--- src/rtl/ps2_key_decoder_if.sv ---
// Byte-stream input and decoded command outputs of the PS/2 key decoder.
// The master side is the PS/2 receiver / cursor controller pair; the slave side is the decoder.
interface ps2_key_decoder_if;
    logic [7:0] rx_data;
    logic       rx_valid;
    logic       up_pulse;
    logic       down_pulse;
    logic       left_pulse;
    logic       right_pulse;
    logic       select_pulse;
    logic [4:0] key_held;
    logic [7:0] last_code;
    logic       seq_error;

    modport master (
        output rx_data, rx_valid,
        input  up_pulse, down_pulse, left_pulse, right_pulse, select_pulse,
        input  key_held, last_code, seq_error
    );

    modport slave (
        input  rx_data, rx_valid,
        output up_pulse, down_pulse, left_pulse, right_pulse, select_pulse,
        output key_held, last_code, seq_error
    );
endinterface

--- src/rtl/ps2_key_decoder.sv ---
// PS/2 scan-code decoder: tracks F0/E0 prefixes, emits one-cycle cursor command pulses and held flags.
// Optional KEY_AUTOREPEAT_EN: a repeated make of a held key re-fires its pulse (typematic stepping).
module ps2_key_decoder #(
    parameter int TIMEOUT_CYCLES = 1000000
) (
    input  logic                 clock,
    input  logic                 reset,
    ps2_key_decoder_if.slave     bus
);
    localparam int CNT_W = (TIMEOUT_CYCLES > 2) ? $clog2(TIMEOUT_CYCLES) : 1;
    localparam logic [CNT_W-1:0] CNT_TERM = CNT_W'(TIMEOUT_CYCLES - 1);
    localparam logic [7:0] BRK_CODE = 8'hF0;
    localparam logic [7:0] EXT_CODE = 8'hE0;

    typedef enum logic [1:0] {IDLE, BRK, EXT, EXT_BRK} state_t;

    state_t           state_r, state_s;
    logic [CNT_W-1:0] cnt_r, cnt_s;
    logic [4:0]       pulse_r, pulse_s;
    logic [4:0]       held_r, held_s;
    logic [7:0]       last_r, last_s;
    logic             err_r, err_s;
    logic             done_s, ext_s, brk_s, prefix_s;
    logic [4:0]       key_s;

    // One-hot {select,right,left,down,up} for a completed code; aliases share a bit.
    function automatic logic [4:0] map_key(input logic ext, input logic [7:0] code);
        logic [4:0] k;
        k = 5'b00000;
        if (ext) begin
            case (code)
                8'h75:   k = 5'b00001;
                8'h72:   k = 5'b00010;
                8'h6B:   k = 5'b00100;
                8'h74:   k = 5'b01000;
                default: k = 5'b00000;
            endcase
        end else begin
            case (code)
                8'h1D:   k = 5'b00001;
                8'h1B:   k = 5'b00010;
                8'h1C:   k = 5'b00100;
                8'h23:   k = 5'b01000;
                8'h22:   k = 5'b10000;
                default: k = 5'b00000;
            endcase
        end
        return k;
    endfunction

    // Next-state, timeout and output computation.
    always_comb begin
        state_s  = state_r;
        cnt_s    = (state_r == IDLE) ? CNT_W'(0) : cnt_r + CNT_W'(1);
        pulse_s  = 5'b00000;
        held_s   = held_r;
        last_s   = last_r;
        err_s    = 1'b0;
        done_s   = 1'b0;
        ext_s    = 1'b0;
        brk_s    = 1'b0;
        prefix_s = (bus.rx_data == BRK_CODE) || (bus.rx_data == EXT_CODE);

        if (bus.rx_valid) begin
            cnt_s = CNT_W'(0);
            case (state_r)
                IDLE: begin
                    if (bus.rx_data == BRK_CODE) begin
                        state_s = BRK;
                    end else if (bus.rx_data == EXT_CODE) begin
                        state_s = EXT;
                    end else begin
                        done_s = 1'b1;
                    end
                end
                EXT: begin
                    if (bus.rx_data == BRK_CODE) begin
                        state_s = EXT_BRK;
                    end else if (bus.rx_data == EXT_CODE) begin
                        state_s = EXT;
                    end else begin
                        state_s = IDLE;
                        done_s  = 1'b1;
                        ext_s   = 1'b1;
                    end
                end
                BRK: begin
                    state_s = IDLE;
                    done_s  = !prefix_s;
                    brk_s   = 1'b1;
                end
                EXT_BRK: begin
                    state_s = IDLE;
                    done_s  = !prefix_s;
                    ext_s   = 1'b1;
                    brk_s   = 1'b1;
                end
                default: state_s = IDLE;
            endcase
        end else if ((state_r != IDLE) && (cnt_r == CNT_TERM)) begin
            state_s = IDLE;
            cnt_s   = CNT_W'(0);
            err_s   = 1'b1;
        end else begin
            state_s = state_r;
        end

        key_s = map_key(ext_s, bus.rx_data);

        // A break only clears; a make pulses on the first press (or every press with autorepeat).
        if (done_s) begin
            last_s = bus.rx_data;
            if (brk_s) begin
                held_s = held_r & ~key_s;
            end else if ((held_r & key_s) == 5'b00000) begin
                held_s  = held_r | key_s;
                pulse_s = key_s;
            end else begin
`ifdef KEY_AUTOREPEAT_EN
                pulse_s = key_s;
`else
                pulse_s = 5'b00000;
`endif
            end
        end else begin
            last_s = last_r;
        end
    end

    // State and registered outputs.
    always_ff @(posedge clock) begin
        if (reset) begin
            state_r <= IDLE;
            cnt_r   <= CNT_W'(0);
            pulse_r <= 5'b00000;
            held_r  <= 5'b00000;
            last_r  <= 8'h00;
            err_r   <= 1'b0;
        end else begin
            state_r <= state_s;
            cnt_r   <= cnt_s;
            pulse_r <= pulse_s;
            held_r  <= held_s;
            last_r  <= last_s;
            err_r   <= err_s;
        end
    end

    assign bus.up_pulse     = pulse_r[0];
    assign bus.down_pulse   = pulse_r[1];
    assign bus.left_pulse   = pulse_r[2];
    assign bus.right_pulse  = pulse_r[3];
    assign bus.select_pulse = pulse_r[4];
    assign bus.key_held     = held_r;
    assign bus.last_code    = last_r;
    assign bus.seq_error    = err_r;
endmodule

--- src/flat_wrapper.sv ---
// flat-port wrapper written by rule: the top's interface ports become plain ports
module ps2_key_decoder_flat 
#(
    parameter int TIMEOUT_CYCLES = 1000000
)
  (clock, reset, bus_rx_data, bus_rx_valid, bus_up_pulse, bus_down_pulse, bus_left_pulse, bus_right_pulse, bus_select_pulse, bus_key_held, bus_last_code, bus_seq_error);
  ps2_key_decoder_if bus_i ();
  input  logic clock;
  input  logic reset;
  input wire logic [$bits(bus_i.rx_data)-1:0] bus_rx_data;
  input wire logic [$bits(bus_i.rx_valid)-1:0] bus_rx_valid;
  output wire logic [$bits(bus_i.up_pulse)-1:0] bus_up_pulse;
  output wire logic [$bits(bus_i.down_pulse)-1:0] bus_down_pulse;
  output wire logic [$bits(bus_i.left_pulse)-1:0] bus_left_pulse;
  output wire logic [$bits(bus_i.right_pulse)-1:0] bus_right_pulse;
  output wire logic [$bits(bus_i.select_pulse)-1:0] bus_select_pulse;
  output wire logic [$bits(bus_i.key_held)-1:0] bus_key_held;
  output wire logic [$bits(bus_i.last_code)-1:0] bus_last_code;
  output wire logic [$bits(bus_i.seq_error)-1:0] bus_seq_error;
  assign bus_i.rx_data = bus_rx_data;
  assign bus_i.rx_valid = bus_rx_valid;
  assign bus_up_pulse = bus_i.up_pulse;
  assign bus_down_pulse = bus_i.down_pulse;
  assign bus_left_pulse = bus_i.left_pulse;
  assign bus_right_pulse = bus_i.right_pulse;
  assign bus_select_pulse = bus_i.select_pulse;
  assign bus_key_held = bus_i.key_held;
  assign bus_last_code = bus_i.last_code;
  assign bus_seq_error = bus_i.seq_error;
  ps2_key_decoder #(.TIMEOUT_CYCLES(TIMEOUT_CYCLES)) u_core (.clock(clock), .reset(reset), .bus(bus_i));
endmodule
--- config.mk ---
export PLATFORM = sky130hd
export DESIGN_NAME = ps2_key_decoder_flat
export DESIGN_NICKNAME = d
export VERILOG_FILES = /design/src/rtl/ps2_key_decoder_if.sv /design/src/rtl/ps2_key_decoder.sv /design/src/flat_wrapper.sv
export SDC_FILE = /design/constraint.sdc
export NUM_CORES = 1
export LEC_CHECK = 0
export CORE_MARGIN = 1.5
export CORE_UTILIZATION = 35
export CTS_BUF_LIST = sky130_fd_sc_hd__clkbuf_8
export DETAILED_ROUTE_END_ITERATION = 10
export MAX_ROUTING_LAYER = met4
export PLACE_DENSITY_LB_ADDON = 0.12
export SYNTH_ARGS = -nofsm -noshare
export SYNTH_HDL_FRONTEND = slang
export SYNTH_SLANG_ARGS = --single-unit
--- constraint.sdc ---
create_clock -name clock -period 2 [get_ports clock]
set_input_delay 0.3 -clock clock [delete_from_list [all_inputs] [get_ports clock]]
set_output_delay 0.3 -clock clock [all_outputs]
set_load 0.03 [all_outputs]
==> flow_metrics.env, run 1 <==
export IMPL_hp_class="input pin to flop"
export IMPL_whs_endpoint="u_core.bus.last_code[3]"
export IMPL_drt_iter0_drc=85
export IMPL_n_antenna_cell=0
export IMPL_fin_nets=307
export IMPL_cp_cell_sequence="clkdlybuf4s50_1, or3b_4, o31ai_4, mux2_4, o221ai_2, o21ai_1"
export IMPL_grt_pass1_vias=1704
export IMPL_grt_pass1_wl_mm=7.87
export IMPL_num_vias=1746
export IMPL_cts_max_level=2
export IMPL_drc=0
export IMPL_crit_path_start_kind="input pin"
export IMPL_globalRouteMet1Util_pct=23.3
export IMPL_worst_pin_slew_ns=0.415
export IMPL_critical_path_class="input pin to flop"
export IMPL_avgSynthCellArea_um2=8.54
export IMPL_fin_crit_ns=1.93
export IMPL_clk_pin_slew_ns=0.08
export IMPL_ys_seq_elements=41
export IMPL_drv_slew=0
export IMPL_drv_cap=0
export IMPL_use_met2_pct=24.5
export IMPL_ys_types=45
export IMPL_critical_path_max_stage_delay_ns=0.47
export IMPL_arrival_ns=2.11
export IMPL_synth_most_common_cell="dfxtp_1"
export IMPL_cts_root_buf="clkbuf_8"
export IMPL_design_core_area_um2=5470
export IMPL_cts_tree="yes"
export IMPL_antenna_found_initial=0
export IMPL_drive_gt1_share_pct=19.7
export IMPL_leakagePower_uw=0.000964
export IMPL_synthCells=231
export IMPL_fin_ws_ns=0.0687
export IMPL_post_drt_wl_per_cell_um=12.2
export IMPL_synth_nets=243
export IMPL_place_hpwl_mm=3.42
export IMPL_syn_to_final_growth_pct=37.6
export IMPL_p_per_area_nw_per_um2=571
export IMPL_worst_path_max_fanout=4
export IMPL_synth_seq_area_share_pct=41.6
export IMPL_min_delay_start="bus_rx_data[3]"
export IMPL_rsz0062_at_grt="false"
export IMPL_cp_end_kind="flop"
export IMPL_dpl_cell_area_um2=2580
export IMPL_power_uw=1550
export IMPL_syn_area_um2=1970
export IMPL_drtPass1Iterations=4
export IMPL_viasPerCell=4.76
export IMPL_cp_data_required_time_ns=2.18
export IMPL_pin_count=30
export IMPL_grt_busiest_layer="met2"
export IMPL_place_ws_ns=-0.318
export IMPL_run_status="complete, no violations"
export IMPL_finalHoldViolCount=0
export IMPL_slowest_stage="clkdlybuf4s50_1"
export IMPL_rr_startpoint="u_core.state_r[1]"
export IMPL_numCtsBuffers=5
export IMPL_relSlewSlack_pct=71.7
export IMPL_fmax_mhz=518
export IMPL_synth_edff_count=0
export IMPL_overflow=0
export IMPL_ff2ff_path_depth=5
export IMPL_routed_wirelength_mm=4.47
export IMPL_grt_util_met3_pct=4.07
export IMPL_die_h_um=78.1
export IMPL_dieWidth_um=78.1
export IMPL_whs_path_depth=3
export IMPL_fin_hold_ws_ns=0.365
export IMPL_clock_sinks=41
export IMPL_finClkSkew_ns=0.00408
export IMPL_grt_max_degree=21
export IMPL_grt_total_usage_pct=17.0
export IMPL_ant_nets=0
export IMPL_ys_async_sr_fraction_pct=0
export IMPL_synth_ff_type="dfxtp_1"
export IMPL_cts_buffer_depth=2
export IMPL_start_util_pct=36.1
export IMPL_irDropWorstVdd_mv=0.254
export IMPL_r2r_end="u_core.pulse_r[0]"
export IMPL_synth_top_area_share_pct=41.6
export IMPL_postCtsSetupBuffers=0
export IMPL_fin_crit_sh_pct=96.6
export IMPL_holdBufCountCts=0
export IMPL_io_buffer_count=29
export IMPL_gp_congestion=0.848
export IMPL_synth_area_leaders="dfxtp_1 (42%), nor2_1 (7.0%), xnor2_1 (4.9%), nand2_1 (4.4%), nand4_1 (3.2%)"
export IMPL_synth_top_area_cell="dfxtp_1"
export IMPL_rows=27
export IMPL_dieArea_um2=6100
export IMPL_reg2reg_slack_ns=0.25
export IMPL_final_area_um2=2720
export IMPL_clock_latency_ns=0.29
export IMPL_synthTopCellsByCount="dfxtp_1 (41), nor2_1 (37), nand2_1 (23)"
export IMPL_setup_viol=0
export IMPL_yosys_warnings=0
logic make-up after synthesis:
family,share of synthesized area (%)
AND/OR/NAND/NOR,33.3
flip-flops,41.6
AO/OA/AOI/OAI,10.4
XOR/XNOR,7.99
buffers and inverters,3.80
multiplexers,2.28
adder cells (fa/ha/maj),0.634
metrics by stage:
stage	instances	utilization, %	TNS (ns)
finish	367	49.6	0
global route	367	49.6	0
CTS	367	48.9	0
detailed placement	360	47.2	-2.66
global placement	360	47.2	-2.72
floorplan	231	-	0
worst max-delay path by stage:
stage,start,end
floorplan,bus_rx_data[0],u_core.pulse_r[4]
detailed placement,bus_rx_data[3],flop
finish,bus_rx_data[0],flop
global route,bus_rx_data[0],u_core.pulse_r[4]
global placement,bus_rx_data[7],u_core.pulse_r[4]
CTS,bus_rx_data[3],u_core.pulse_r[0]
worst max-delay path, delay by kind of cell:
family                 cells  cell delay (ns)
AND/OR/NAND/NOR            1             0.45
AO/OA/AOI/OAI              3             0.55
buffers and inverters      1             0.47
multiplexers               1             0.34
routing by layer:
| layer | wire (um) | vias to the layer above | share of wire [%] |
|---|---|---|---|
| li1 | - | 927 | - |
| met1 | 2360 | 780 | 53 |
| met2 | 1850 | 31 | 41 |
| met3 | 186 | 8 | 4.2 |
| met4 | 76 | 0 | 1.7 |
| met5 | 0 | - | 0 |
area by class of cell:
cell class | count | area (um2)
fill | 582 | 2760
inverter | 9 | 33.8
sequential | 41 | 821
tap | 72 | 90.1
timing repair buffer | 65 | 576
clock inverter | 1 | 7.51
clock buffer | 6 | 82.6
multi-input combinational | 173 | 1100
power breakdown:
group | total (uW) | internal [uW] | switching, uW
clock | 553 | 273 | 280
combinational | 167 | 82.1 | 85.2
sequential | 830 | 825 | 5.00
placed cells by master, fill, tap and decap left out, types with 9 or more instances in the layout:
cell type and count:
dfxtp_1 41, nand2_1 23, nand4_1 10, nor2_1 37
xnor2_1 11, buf_4 36, clkdlybuf4s50_1 23, a21oi_1 10
inv_1 9, nor3_1 10
what timing repair did:
| item | 4_1_cts | 5_1_grt |
|---|---|---|
| resized for setup | 1 | 11 |
| pin swaps | 0 | 1 |
| endpoints found under the setup margin | 1 | 6 |
Power figures use the tool's default switching activity.
==> inputs of run 2 (changes only) <==
--- a/config.mk
+++ b/config.mk
@@ -5,6 +5,7 @@
 export SDC_FILE = /design/constraint.sdc
 export NUM_CORES = 1
 export LEC_CHECK = 0
+export CAP_MARGIN = 25
 export CORE_MARGIN = 1.5
 export CORE_UTILIZATION = 35
 export CTS_BUF_LIST = sky130_fd_sc_hd__clkbuf_8
==> results of run 2 <==
The final DEF is identical to that of run 1; final timing and power are the same.
==> inputs of run 3 (changes only) <==
--- a/config.mk
+++ b/config.mk
@@ -9,6 +9,7 @@
 export CORE_MARGIN = 1.5
 export CORE_UTILIZATION = 35
 export CTS_BUF_LIST = sky130_fd_sc_hd__clkbuf_8
+export CTS_CLUSTER_SIZE = 16
 export DETAILED_ROUTE_END_ITERATION = 10
 export MAX_ROUTING_LAYER = met4
 export PLACE_DENSITY_LB_ADDON = 0.12
==> results of run 3 <==
The final DEF is identical to that of run 1; final timing and power are the same.
==> edit (settings of run 3) <==
Add a define of `KEY_AUTOREPEAT_EN`.
--- a/src/rtl/ps2_key_decoder.sv
+++ b/src/rtl/ps2_key_decoder.sv
@@ -1,4 +1,6 @@
 // PS/2 scan-code decoder: tracks F0/E0 prefixes, emits one-cycle cursor command pulses and held flags.
 // Optional KEY_AUTOREPEAT_EN: a repeated make of a held key re-fires its pulse (typematic stepping).
+`define KEY_AUTOREPEAT_EN
+
 module ps2_key_decoder #(
     parameter int TIMEOUT_CYCLES = 1000000
Function: changed (a bounded check fails within 4 cycles, from zero or initial values and one cycle with reset high).
==> edit against run 3 <==
  * Sequential power about the same
  * Cell area fell by 0.60%
  * Total power increased by 8.0%
  * Routed wire length grew 0.31%
  * Die area decreased by 1.9%
  * Utilization is 2.2 points higher
  * Synthesized area shrank 2.0%
  * Setup slack improved by 0.0066 ns
  * Sequential cell count unchanged
  * Register-to-register slack worse by 0.04 ns
  * Critical path type unchanged
  * Largest power group unchanged
==> edit: results (changes against run 3) <==
Setup path
  • Top Family by Delay on Critical Path: simple AND/OR/NAND/NOR gates
  • Worst R2R Path Depth: 7 (+2)
  • CP arrival: 2.13 ns (+0.02 ns)
  • CP max-delay cell: nor4bb_4
  • Top fanout value on the critical path: 5 (+1)
  • Slowest Stage Delay on Critical Path: 0.40 ns (-0.07 ns)

Placed design
  • Post-DP HPWL: 3352 um (-2.1%)
  • Pre-CTS setup slack: -0.3654 ns (-0.04774 ns)
  • RePlAce Congestion: 0.8942 (+5.5%)
  • Dpl cells: 348 (-3.3%)

GRT
  • Grt met3 use: 4.235% (+0.17 points)
  • Met2 usage: 23.86% (-0.66 points)
  • First-pass GRT wire length: 7548 um (-4.0%)
  • Total Routing Usage GR: 16.47% (-0.56 points)
  • Vias in the first global route: 1609 (-5.6%)
  • Global Route met1 Usage: 22.55% (-0.79 points)

Finish
  • Final nets: 300 (-2.3%)
  • Layout cells sized above 1: 21.11% (+1.4 points)
  • Clock buf/inv share: 4.265% (+0.95 points)
  • #MultiIn Comb: 169 (-2.3%)
  • Non-CTS inverters: 6 (-3)
  • Seq/total area: 30.41% (+0.18 points)
  • Buffering overhead: 20.91% (-0.29 points)
  • Multi-input combinational area share: 40.33% (-0.36 points)

Worst hold path
  • HP Start: bus_rx_data[5]
  • Hold-critical path endpoint: u_core.bus.last_code[5]

Outcome
  • Status: finished, final reports clean

STA
  • Clk_skew: 0.006042 ns (+0.001962 ns)
  • Worst Hold Slack: 0.3693 ns (+0.004499 ns)

Detailed routing
  • Initial drt markers: 131 (+54%)
  • Met2 Routed Length: 1946 um (+5.2%)
  • DR WL met3: 175 um (-5.9%)
  • Vias per cell: 4.841 (+1.8%)
  • Metal-1 WL: 2317 um (-1.9%)

Synthesis
  • Netlist cell types: 42 (-6.7%)
  • Mux contribution to synthesized area: 1.552% (-0.73 points)
  • Synth Area in Compound Gates: 10.80% (+0.40 points)
  • Synthesized Nets: 237 (-2.5%)
  • Post-Synthesis Cells: 225 (-2.6%)
  • Sequential area share after synthesis: 42.43% (+0.83 points)
  • Synth top cells by count: 41 x dfxtp_1, 39 x nor2_1, 26 x nand2_1

Clock tree
  • Clock Sinks: 41 (unchanged)
  • # resized after CTS: 6 (+5)

Pwr
  • Leakage: 1.001 nW (+3.8%)
  • Pwr Total: 1.675 mW (+8.0%)
  • Clock net power: 0.678 mW (+23%)
[edit: cell types whose count changed after synthesis, moves of 4 or more]
cell / run 3 / this run
nand3_1: 9 / 14
nand4_1: 10 / 4
and3_1: 2 / 6
nor3_1: 11 / 5
[edit: worst max-delay path by stage]
stage | start | endpoint | slack [ns] | cells after the start
2_1_floorplan | bus_rx_data[1] | flop | 0.27 | 7
3_3_place_gp | bus_rx_data[5] | flop | -0.36 | 9
3_5_place_dp | bus_rx_data[5] | flop | -0.37 | 7
4_1_cts | bus_rx_data[5] | flop | 0.0009 | 9
5_1_grt | bus_rx_data[0] | flop | 0.005 | 9
6_report | bus_rx_data[7] | flop | 0.08 | 8
[edit: metrics by stage]
| stage | area (um2) | util [%] |
|---|---|---|
| 2_1_floorplan | 1934 | - |
| 3_3_place_gp | 2522 | 48.46 |
| 3_5_place_dp | 2522 | 48.46 |
| 4_1_cts | 2671 | 51.32 |
| 5_1_grt | 2699 | 51.85 |
| 6_report | 2699 | 51.85 |
